$ cat src/rtl/word_assembler.sv
// Packs BYTES consecutive UART byte slots into one word (LSB first), with error substitution and inter-byte timeout.
// Optional error/timeout counter output enabled by defining WORD_ASSEMBLER_ERR_CNT_EN.
module word_assembler #(
    parameter int unsigned BYTES    = 2,
    parameter logic [7:0]  ERR_BYTE = 8'hCC,
    parameter int unsigned TIMEOUT  = 1000
) (
    input  logic               clk,
    input  logic               reset,
    input  logic [7:0]         data_in,
    input  logic               valid,
    input  logic               PERROR,
    input  logic               FERROR,
    output logic [8*BYTES-1:0] out,
    output logic               out_valid,
    output logic               timeout_flag
`ifdef WORD_ASSEMBLER_ERR_CNT_EN
    ,
    output logic [15:0]        err_count
`endif
);

    localparam int unsigned SH = (BYTES > 1) ? BYTES - 1 : 1;
    localparam int unsigned CW = (BYTES > 1) ? $clog2(BYTES) : 1;
    localparam int unsigned IW = $clog2(TIMEOUT);
    localparam logic [CW-1:0] LAST = CW'(BYTES - 1);
    localparam logic [IW-1:0] IDLE_MAX = IW'(TIMEOUT - 1);
    localparam logic [8*BYTES-1:0] ERR_WORD = {BYTES{ERR_BYTE}};

    typedef enum logic {IDLE, COLLECT} state_t;

    state_t              state_q, state_d;
    logic [CW-1:0]       cnt_q, cnt_d;
    logic [8*SH-1:0]     shadow_q, shadow_d;
    logic                err_q, err_d;
    logic [IW-1:0]       idle_q, idle_d;
    logic [8*BYTES-1:0]  out_d;
    logic                out_valid_d;
    logic                timeout_d;
    logic                slot_event;
    logic                slot_err;
    logic                bump_err;
    logic [8*BYTES-1:0]  word_ok;

    assign slot_event = valid | PERROR | FERROR;
    assign slot_err   = PERROR | FERROR;

    always_comb begin
        word_ok = '0;
        for (int unsigned i = 0; i < BYTES - 1; i++) begin
            word_ok[8*i +: 8] = shadow_q[8*i +: 8];
        end
        word_ok[8*BYTES-1 -: 8] = data_in;
    end

    always_comb begin
        state_d     = state_q;
        cnt_d       = cnt_q;
        shadow_d    = shadow_q;
        err_d       = err_q;
        idle_d      = idle_q;
        out_d       = out;
        out_valid_d = 1'b0;
        timeout_d   = 1'b0;
        bump_err    = 1'b0;

        // An event in the timeout cycle takes priority over discarding the partial word
        if (slot_event) begin
            idle_d = '0;
            if (cnt_q == LAST) begin
                out_valid_d = 1'b1;
                cnt_d       = '0;
                err_d       = 1'b0;
                state_d     = IDLE;
                if (!err_q && !slot_err) begin
                    out_d = word_ok;
                end else begin
                    out_d    = ERR_WORD;
                    bump_err = 1'b1;
                end
            end else begin
                if (slot_err) begin
                    err_d = 1'b1;
                end else begin
                    for (int unsigned i = 0; i < SH; i++) begin
                        if (cnt_q == CW'(i)) shadow_d[8*i +: 8] = data_in;
                    end
                end
                cnt_d   = cnt_q + 1'b1;
                state_d = COLLECT;
            end
        end else if (state_q == COLLECT) begin
            if (idle_q == IDLE_MAX) begin
                cnt_d     = '0;
                err_d     = 1'b0;
                idle_d    = '0;
                timeout_d = 1'b1;
                bump_err  = 1'b1;
                state_d   = IDLE;
            end else begin
                idle_d = idle_q + 1'b1;
            end
        end else begin
            idle_d = '0;
        end
    end

    always_ff @(posedge clk or negedge reset) begin
        if (!reset) begin
            state_q      <= IDLE;
            cnt_q        <= '0;
            shadow_q     <= '0;
            err_q        <= 1'b0;
            idle_q       <= '0;
            out          <= '0;
            out_valid    <= 1'b0;
            timeout_flag <= 1'b0;
        end else begin
            state_q      <= state_d;
            cnt_q        <= cnt_d;
            shadow_q     <= shadow_d;
            err_q        <= err_d;
            idle_q       <= idle_d;
            out          <= out_d;
            out_valid    <= out_valid_d;
            timeout_flag <= timeout_d;
        end
    end

`ifdef WORD_ASSEMBLER_ERR_CNT_EN
    always_ff @(posedge clk or negedge reset) begin
        if (!reset) begin
            err_count <= '0;
        end else if (bump_err && (err_count != 16'hFFFF)) begin
            err_count <= err_count + 16'd1;
        end
    end
`else
    logic unused_bump;
    assign unused_bump = bump_err;
`endif

endmodule

$ cat config.mk
export PLATFORM = sky130hd
export DESIGN_NAME = word_assembler
export DESIGN_NICKNAME = d
export VERILOG_FILES = /design/src/rtl/word_assembler.sv
export SDC_FILE = /design/constraint.sdc
export NUM_CORES = 1
export LEC_CHECK = 0
export ABC_AREA = 1
export CORE_UTILIZATION = 30
export CTS_CLUSTER_DIAMETER = 40
export DETAILED_ROUTE_END_ITERATION = 7
export GPL_TIMING_DRIVEN = 0
export PLACE_DENSITY = 0.6
export SETUP_SLACK_MARGIN = 0.05
export SLEW_MARGIN = 20
export SYNTH_ARGS = -nofsm -noshare
export SYNTH_HDL_FRONTEND = slang
export SYNTH_SLANG_ARGS = --single-unit
export TNS_END_PERCENT = 10
$ cat constraint.sdc
create_clock -name clk -period 1.4 [get_ports clk]
set_input_delay 0.14 -clock clk [delete_from_list [all_inputs] [get_ports clk]]
set_output_delay 0.14 -clock clk [all_outputs]
set_load 0.01 [all_outputs]
==> impl_results.md, run 1 <==
* Status: finished, final reports clean
* Largest net degree at the start of global routing at 25
* Worst path required time at around 1.3 ns
* GRT Util Overall at 13.91%
* Max VDD drop at 0.0006177 V
* Final core utilization at around 44%
* Final setup viols at 0
* Worst-Skew Late Latency at around 0.3 ns
* Vias per Instance at approximately 4.5
* Avg Inst Size Synth at ~9 sq um
* Full die area at ~6000 sq um
* #FFs+latches synth at 39
* CP arrival at between 1 and 1.5 ns
* Core area at between 5000 and 6000 sq um
* Crit end category: output pin
* Fmax at about 0.76 GHz
* Hpwl dp at 2556 um
* IO Port Bufs at 30
* DR WL met3 at approximately 110 um
* Die Width at 77.32 um
* Max Slew Vio Count at 0
* Root cell of the clock tree: clkbuf_8
* Post-Synth Simple-Gate Area at 28.60%
* Unrepaired setup endpoints after global routing: yes
* Die Span Y at between 70 and 80 um
* IO Pins at 31
* Congestion Overflow GR at 0
* Syn Nets at 203
* Critical path type: reg2out
* Final Critical Period at 1.318 ns
* Cell Area, Synth at roughly 1700 sq um
* Vias in the first global route at between 1000 and 1500
* Transition time at the pin with the least slew margin at 0.3852 ns
* Synth warn at 0
* Worst-path cell chain: clkdlybuf4s50_1
* Initial antenna violation count at 0
* Slowest stage delay, CP at roughly 0.53 ns
* Row count at 27
* Cts bufs inserted at 5
* Max-Cap Viols at 0
* Clock sinks at 39
* Buf/Inv on CP at 1
* Slowest cell on the critical path: clkdlybuf4s50_1
* DR pass1 iterations at 4
* Via count at 1383
* PwrDens at 1244 nW/um^2
* CP delay by family, top: buffers and inverters
* Detail Route Antenna Nets at 0
* First-pass GRT wire length at approximately 6400 um
* WL met1 at between 1500 and 2000 um
* Compound-Gate Fraction of Synth Area at under 10%
* Met2 WL post-DR at ~1700 um
* Relative slew slack at between 70 and 80%
* Highest metal used: met4
* Skew final at 0.008984 ns
* Clock buffer depth at 2
* Post-synthesis sequential area ratio at a little under three fifths
* Share of cells above drive strength 1 at 15.09%
* GP Congestion at between 0.7 and 0.8
* Startpoint Class: flop
* Hold Fails Final Rpt at 0
* Starting Density at a little under a third
* Multiplexer share of the synthesized area at 0%
* Adder-Cell Fraction of Synth Area at less than 1%
* Post-Route Setup TNS at 0 ns
* Leak at ~1.1 nW
* Tcrit/Tclk final at between 90% and 100%
* Mapped Cells at approximately 190
* DR WL/cell at around 12 um
* CTS tree: built
* Layout Area Growth over Synthesis at 39.93%
* Hold Crit Class: in2async
* DR DRC count at 0
* Antenna diodes at 0
* Routed WL at 3677 um
* Post-layout net count at about 250
* Initial drt markers at between 40 and 50
* Yosys cell types at 23
* H-tree level count at 2
* Largest family of logic cells by synthesized area: simple AND/OR/NAND/NOR gates
* Critical-path maximum fanout at 2
* Worst-path clk slew at ~0.08 ns
* Synth Area in XOR/XNOR at 0%
[through the flow]
step	cell area, sq um	hold slack [ns]	worst slack (ns)	total power [mW]	cells
after floorplan	1702	-0.1556	0.1718	1.679	189
after global placement	2092	0.4551	-0.8012	1.951	291
after detailed placement	2107	0.08140	-0.4448	1.964	292
after CTS	2270	0.3042	-0.005644	2.989	301
after global routing	2381	0.3224	0.01839	3.137	304
final	2381	0.2911	0.08155	2.962	304
[area by class of cell]
cell class,instances,area [sq um]
flip-flops and latches,39,975.9
clock inverters,2,38.79
multi-input cells,132,696.9
fillers,552,3092
well taps,72,90.09
plain buffers,6,58.81
repair buffers,34,381.6
clock buffers,6,82.58
inverters,13,56.30
[worst paths after layout]
check,cells past startpoint,endpoint,startpoint,slack [ns]
max,1,out[1],out[1],0.08
min,2,timeout_flag,reset,0.29
max reg2reg,8,err_q,idle_q[0],0.15
min reg2reg,1,idle_q[0],idle_q[0],0.46
max in group asynchronous,3,state_q,reset,0.66
min in group clk,5,err_q,PERROR,0.30
[per-layer routing]
metal | track usage (%) | vias up
li1 | - | 695
met1 | 17.91 | 655
met2 | 21.33 | 26
met3 | 4.405 | 7
met4 | 6.038 | 0
met5 | 0 | -
[state kept, by name, summed over array words and instances (netlist names)]
name / cells
shadow_q: 8
state_q: 1
cnt_q: 1
err_q: 1
out: 16
idle_q: 10
out_valid: 1
timeout_flag: 1
[cells in the final DEF (no fill, tap or decap), drive strengths merged]
cell type,netlist,routed
clkbuf,1,8
o21ai,11,11
bufinv,0,1
a31oi,1,1
nand3,23,23
a31o,1,1
dlygate4sd2,0,3
a21oi,11,11
inv,13,14
nand4,2,2
dfrtp,39,39
clkdlybuf4s50,0,15
dlymetal6s2s,0,11
buf,5,8
nor2,35,35
nand2,42,43
nor3,3,3
dlygate4sd3,0,1
ha,1,1
or2,1,1
[power by group]
part           total (mW)  leakage [nW]  internal [mW]  switching [mW]
registers            1.38         0.484           1.29          0.0919
logic               0.579         0.580          0.258           0.321
clock network       0.999        0.0618          0.586           0.413
total                2.96          1.13           2.14           0.826
[cells in the mapped netlist, drive strengths merged]
| cell type | n | share of area [%] |
|---|---|---|
| nand2 | 42 | 9.9 |
| nor2 | 35 | 9.4 |
| nand3 | 23 | 6.8 |
| a31o | 1 | 0.51 |
| a21oi | 11 | 3.2 |
| nand4 | 2 | 0.74 |
| buf | 5 | 2.6 |
| clkbuf | 1 | 0.22 |
| a31oi | 1 | 0.37 |
| dfrtp | 39 | 57 |
| o21ai | 11 | 3.2 |
| or2 | 1 | 0.37 |
| inv | 13 | 3.2 |
| nor3 | 3 | 1.5 |
| ha | 1 | 0.74 |
[logic make-up (layout without fill, tap and decap cells)]
kind of cell	count (synthesis)	in the layout
flops	39	39
simple gates	106	107
fa+ha+maj	1	1
compound gates	24	24
buf+inv	19	61
[timing repair]
action	CTS	global route
buffers inserted	0	1
endpoints found under the hold margin	15	0
hold buffers	1	0
resized for setup	11	21
gates cloned	0	2
setup endpoints to repair	31	43
pin swaps	0	2
Note: power is estimated with default switching activity, not from simulation.
==> run 2, diff against run 1 <==
--- a/config.mk
+++ b/config.mk
@@ -6,6 +6,7 @@
 export NUM_CORES = 1
 export LEC_CHECK = 0
 export ABC_AREA = 1
+export CORE_MARGIN = 5
 export CORE_UTILIZATION = 30
 export CTS_CLUSTER_DIAMETER = 40
 export DETAILED_ROUTE_END_ITERATION = 7
==> impl_results.md, run 2 (synthesis results as in run 1) <==
* Skew final at 0.01014 ns (was 0.008984 ns)
* Layout Area Growth over Synthesis at 38.90% (was 39.93%)
* Max-Cap Viols at 0 (unchanged)
* Worst-path cell chain: clkdlybuf4s50_1 (unchanged)
* CTS tree: built (unchanged)
* GP Congestion at 0.7761 (was 0.7837)
* Placed cells at 292 (unchanged)
* Startpoint Class: flop (unchanged)
* Largest Register: out (unchanged)
* Slowest cell on the critical path: clkdlybuf4s50_1 (unchanged)
* DR DRC count at 0 (unchanged)
* Die Width at 85.32 um (was 77.32 um)
* Buf/Inv on CP at 1 (unchanged)
* Reg-to-Reg Start: idle_q[5] (was idle_q[0])
* Detail Route Antenna Nets at 0 (unchanged)
* Initial drt markers at 58 (was 45)
* Row count at 27 (unchanged)
* Antenna diodes at 0 (unchanged)
* Non-Filler Instances at 307 (was 304)
* Cell area after layout at 2364 sq um (was 2381 sq um)
* Initial antenna violation count at 0 (unchanged)
* Core area at 5507 sq um (was 5473 sq um)
* Cts bufs inserted at 5 (unchanged)
* Unrepaired setup endpoints after global routing: yes (unchanged)
* Worst Reg2Reg Path Length in Cells at 7 (was 8)
* Slowest stage delay, CP at 0.54 ns (was 0.53 ns)
* Root cell of the clock tree: clkbuf_8 (unchanged)
* FF-to-FF End: err_q (unchanged)
* Hpwl dp at 2712 um (was 2556 um)
* IO Pins at 31 (unchanged)
* Number of flip-flops in the largest register at 16 (unchanged)
* Post-layout net count at 248 (was 245)
* Clock sinks at 39 (unchanged)
* Relative slew slack at 73.84% (was 74.32%)
* Via count at 1402 (was 1383)
* Hold Crit Class: in2async (unchanged)
* # fillers at 535 (was 552)
* Final core utilization at 42.92% (was 43.51%)
* Vias in the first global route at 1503 (was 1392)
* Max VDD drop at 0.0005424 V (was 0.0006177 V)
* Clock buffer depth at 2 (unchanged)
* IO Port Bufs at 30 (unchanged)
* DR WL/cell at 12.42 um (was 12.10 um)
* Crit end category: output pin (unchanged)
* Starting Density at 30.90% (was 31.09%)
* Die Span Y at 85.32 um (was 77.32 um)
* Pre-CTS setup slack at -0.4381 ns (was -0.4448 ns)
* Routed WL at 3814 um (was 3677 um)
* Hold Fails Final Rpt at 0 (unchanged)
* Vias per Instance at 4.567 (was 4.549)
* Worst path required time at 1.26 ns (about the same)
* H-tree level count at 2 (unchanged)
* Placed cell area at 2107 sq um (unchanged)
* Worst-Skew Late Latency at 0.29 ns (was 0.30 ns)
* PwrDens at 1166 nW/um^2 (was 1244 nW/um^2)
* DR pass1 iterations at 4 (unchanged)
* Status: finished, final reports clean (unchanged)
* Worst-path clk slew at 0.09 ns (was 0.08 ns)
* Final worst slack at 0.06692 ns (was 0.08155 ns)
* Full die area at 7279 sq um (was 5978 sq um)
* First-pass GRT wire length at 6768 um (was 6444 um)
* GRT Util Overall at 11.43% (was 13.91%)
* Most frequent cells in the layout: dfrtp_1, nand2_1, nor2_1, nand3_1, clkdlybuf4s50_1 (was nand2_1, dfrtp_1, nor2_1, nand3_1, clkdlybuf4s50_1)
* Transition time at the pin with the least slew margin at 0.3924 ns (was 0.3852 ns)
* Leak at 1.078 nW (was 1.126 nW)
* Critical-path maximum fanout at 2 (unchanged)
* Congestion Overflow GR at 0 (unchanged)
* Regs by FF count: out: 16 flops, idle_q: 10 flops, shadow_q: 8 flops (unchanged)
* Final Critical Period at 1.333 ns (was 1.318 ns)
* Fmax at 0.7501 GHz (was 0.7585 GHz)
* CP delay by family, top: buffers and inverters (unchanged)
* CP arrival at 1.19 ns (was 1.18 ns)
* Critical path type: reg2out (unchanged)
* Max Slew Vio Count at 0 (unchanged)
* R2R setup slack at 0.12 ns (was 0.15 ns)
* Largest net degree at the start of global routing at 25 (unchanged)
* Commonest non-fill, non-tap cell in the layout: dfrtp_1
* Share of cells above drive strength 1 at 16.60% (was 15.09%)
* Tcrit/Tclk final at 95.22% (was 94.17%)
* Final setup viols at 0 (unchanged)
[run 2: cell types whose count changed in the layout (fill, tap and decap cells not counted), sizes merged]
cell	before	now
dlymetal6s2s	11	3
clkdlybuf4s50	15	20
buf	8	11
dlygate4sd2	3	6
clkinvlp	0	2
bufinv	1	0
clkbuf	8	7
[run 2: worst max-delay path by stage]
stage                          from         to  slack [ns]  cells past startpoint
after floorplan           idle_q[0]  idle_q[2]        0.17                      6
after global routing      idle_q[5]      err_q       -0.03                      7
after global placement        reset     out[3]       -0.79                      1
after CTS                    PERROR      err_q       0.009                     11
after detailed placement     PERROR     out[2]       -0.44                      8
final                        out[7]     out[7]        0.07                      1
[run 2: area by class of cell]
| class | count | area [sq um] | area share [%] |
|---|---|---|---|
| repair buffers | 37 | 392.9 | 16.62 |
| plain buffers | 6 | 56.30 | 2.382 |
| well taps | 72 | 90.09 | 3.812 |
| inverters | 13 | 56.30 | 2.382 |
| clock buffers | 5 | 68.82 | 2.912 |
| clock inverters | 3 | 23.77 | 1.006 |
| multi-input cells | 132 | 699.4 | 29.59 |
| flip-flops and latches | 39 | 975.9 | 41.29 |
[run 2: per-stage QoR]
step	power, mW	setup TNS [ns]	hold slack, ns
6_report	2.757	0	0.2905
5_1_grt	2.957	-0.07849	0.3206
4_1_cts	2.752	0	0.2976
3_5_place_dp	1.967	-11.97	0.08989
3_3_place_gp	1.956	-42.61	0.4529
2_1_floorplan	1.679	0	-0.1556
[run 2: timing repair]
action	in CTS	in global routing
pin swaps	0	5
buffers inserted	0	4
cloned	0	2
endpoints found under the setup margin	36	46
gates resized for setup	11	16
hold buffers	1	0
endpoints found under the hold margin	15	0
[run 2: routing by layer]
| layer | GRT usage (%) | up-vias | part of all wire [%] |
|---|---|---|---|
| met2 | 17.80 | 32 | 48 |
| met4 | 3.165 | 0 | 1.2 |
| met5 | 0 | - | 0 |
| met3 | 3.301 | 7 | 4.2 |
| li1 | - | 705 | - |
| met1 | 15.49 | 658 | 46 |
[run 2: power breakdown]
group | internal (mW) | total, mW | switching (mW)
logic | 0.260 | 0.583 | 0.323
clock network | 0.356 | 0.788 | 0.432
registers | 1.29 | 1.39 | 0.0937
==> run 3, diff against run 2 <==
--- a/config.mk
+++ b/config.mk
@@ -12,7 +12,6 @@
 export DETAILED_ROUTE_END_ITERATION = 7
 export GPL_TIMING_DRIVEN = 0
 export PLACE_DENSITY = 0.6
-export SETUP_SLACK_MARGIN = 0.05
 export SLEW_MARGIN = 20
 export SYNTH_ARGS = -nofsm -noshare
 export SYNTH_HDL_FRONTEND = slang
==> impl_results.md, run 3 (synthesis results as in run 1) <==
* Full die area at 7279 sq um (unchanged)
* PwrDens at 1198 nW/um^2 (was 1166 nW/um^2)
* Cts bufs inserted at 5 (unchanged)
* Most frequent cells in the layout: nand2_1, dfrtp_1, nor2_1, nand3_1, clkdlybuf4s50_1 (was dfrtp_1, nand2_1, nor2_1, nand3_1, clkdlybuf4s50_1)
* Share of cells above drive strength 1 at 13.48% (was 16.60%)
* Initial antenna violation count at 0 (unchanged)
* Slowest stage delay, CP at 0.39 ns (was 0.54 ns)
* Clock sinks at 39 (unchanged)
* Post-layout net count at 243 (was 248)
* Final setup viols at 2 (was 0)
* Worst-path cell chain: clkdlybuf4s50_1, or2_1, buf_6, nor2_4, buf_6, inv_6, buf_6, nor3_1 (was clkdlybuf4s50_1)
* Placed cell area at 2107 sq um (unchanged)
* H-tree level count at 2 (unchanged)
* Tcrit/Tclk final at 102.5% (was 95.22%)
* Tot Pwr at 2.736 mW (was 2.757 mW)
* Die Span Y at 85.32 um (unchanged)
* FF-to-FF End: timeout_flag (was err_q)
* Max-Cap Viols at 0 (unchanged)
* Reg-to-Reg Start: idle_q[5] (unchanged)
* Hold Crit Class: in2async (unchanged)
* Transition time at the pin with the least slew margin at 0.5139 ns (was 0.3924 ns)
* Worst path required time at 1.58 ns (was 1.26 ns)
* Leak at 1.044 nW (was 1.078 nW)
* Row count at 27 (unchanged)
* DR DRC count at 0 (unchanged)
* GP Congestion at 0.7761 (unchanged)
* Number of flip-flops in the largest register at 16 (unchanged)
* Starting Density at 30.90% (unchanged)
* IO Pins at 31 (unchanged)
* Vias in the first global route at 1503 (unchanged)
* IO Port Bufs at 30 (unchanged)
* Critical path type: in2reg (was reg2out)
* Worst-Skew Late Latency at 0.29 ns (about the same)
* Congestion Overflow GR at 0 (unchanged)
* Failing checks: setup timing
* Die Width at 85.32 um (unchanged)
* Commonest non-fill, non-tap cell in the layout: nand2_1 (was dfrtp_1)
* Startpoint Class: input port (was flop)
* Antenna diodes at 0 (unchanged)
* Fmax at 0.6971 GHz (was 0.7501 GHz)
* Layout Area Growth over Synthesis at 34.19% (was 38.90%)
* Routed WL at 3662 um (was 3814 um)
* Regs by FF count: out: 16 flops, idle_q: 10 flops, shadow_q: 8 flops (unchanged)
* Cell area after layout at 2283 sq um (was 2364 sq um)
* Initial drt markers at 68 (was 58)
* Hold Fails Final Rpt at 0 (unchanged)
* Max VDD drop at 0.0005417 V (was 0.0005424 V)
* Status: finished, violations left (was finished, final reports clean)
* Top cell by count, worst path: buf_6
* Final worst slack at -0.03449 ns (was 0.06692 ns)
* Final Critical Period at 1.434 ns (was 1.333 ns)
* Post-Route Setup TNS at -0.05589 ns (was 0 ns)
* Worst-path clk slew at 0.09 ns (about the same)
* R2R setup slack at 0.10 ns (was 0.12 ns)
* Detail Route Antenna Nets at 0 (unchanged)
* Skew final at 0.008794 ns (was 0.01014 ns)
* Largest net degree at the start of global routing at 25 (unchanged)
* Clock buffer depth at 2 (unchanged)
* Final core utilization at 41.47% (was 42.92%)
* Via count at 1372 (was 1402)
* Vias per Instance at 4.543 (was 4.567)
* Root cell of the clock tree: clkbuf_8 (unchanged)
* Slowest cell on the critical path: clkdlybuf4s50_1 (unchanged)
* Hpwl dp at 2712 um (unchanged)
* Crit end category: flop (was output pin)
* DR pass1 iterations at 4 (unchanged)
* Critical-path maximum fanout at 10 (was 2)
* CP arrival at 1.62 ns (was 1.19 ns)
* DR WL/cell at 12.13 um (was 12.42 um)
* GRT Util Overall at 11.43% (unchanged)
* Relative slew slack at 65.71% (was 73.84%)
* Largest Register: out (unchanged)
* CTS tree: built (unchanged)
* Unrepaired setup endpoints after global routing: yes (unchanged)
* Core area at 5507 sq um (unchanged)
* Worst Reg2Reg Path Length in Cells at 4 (was 7)
* First-pass GRT wire length at 6768 um (unchanged)
* Max Slew Vio Count at 0 (unchanged)
[run 3: timing repair]
action,in CTS,in global routing
endpoints found under the setup margin,24,40
gates cloned,0,0
resized for setup,5,13
hold endpoints to repair,15,0
hold buffers,1,0
setup buffers,0,1
[run 3: layer usage]
metal	vias up	routed length [um]	GRT usage (%)
met5	-	0	0
met4	0	29	3.165
met3	5	124	3.301
met2	23	1735	17.80
met1	651	1772	15.49
li1	693	-	-
[run 3: layout make-up]
cell class / count / area, sq um
Clock inverter: 3 / 23.77
Sequential cell: 39 / 975.9
Clock buffer: 5 / 68.82
Fill cell: 545 / 3223
Buffer: 6 / 47.55
Timing Repair Buffer: 33 / 350.3
Multi-Input combinational cell: 131 / 673.1
Inverter: 13 / 53.80
Tap cell: 72 / 90.09
[run 3: critical path: cells and delay by family]
kind                   cells  cell delay, ns
buffers and inverters      5            0.87
AND/OR/NAND/NOR            3            0.60
[run 3: per-stage QoR]
stage                     hold WS (ns)  cells  setup slack (ns)
after CTS                       0.2976    301          0.008554
final                           0.2930    302          -0.03449
after floorplan                -0.1556    189            0.1718
after detailed placement       0.08989    292           -0.4381
after global placement          0.4529    291           -0.7902
after global routing            0.3206    302          -0.09030
[run 3: how the worst max path moves through the flow]
| stage | startpoint | slack [ns] | end | cells past startpoint |
|---|---|---|---|---|
| final | PERROR | -0.03 | timeout_flag | 8 |
| after global routing | PERROR | -0.09 | err_q | 11 |
| after CTS | PERROR | 0.009 | err_q | 11 |
| after detailed placement | PERROR | -0.44 | out[2] | 8 |
| after global placement | reset | -0.79 | out[3] | 1 |
| after floorplan | idle_q[0] | 0.17 | idle_q[2] | 6 |
[run 3: report_power, final]
part / total (mW) / internal, mW / switching [mW] / leakage [nW]
Sequential: 1.38 / 1.29 / 0.0913 / 0.484
Clock: 0.787 / 0.356 / 0.430 / 0.0408
Combinational: 0.567 / 0.255 / 0.312 / 0.519
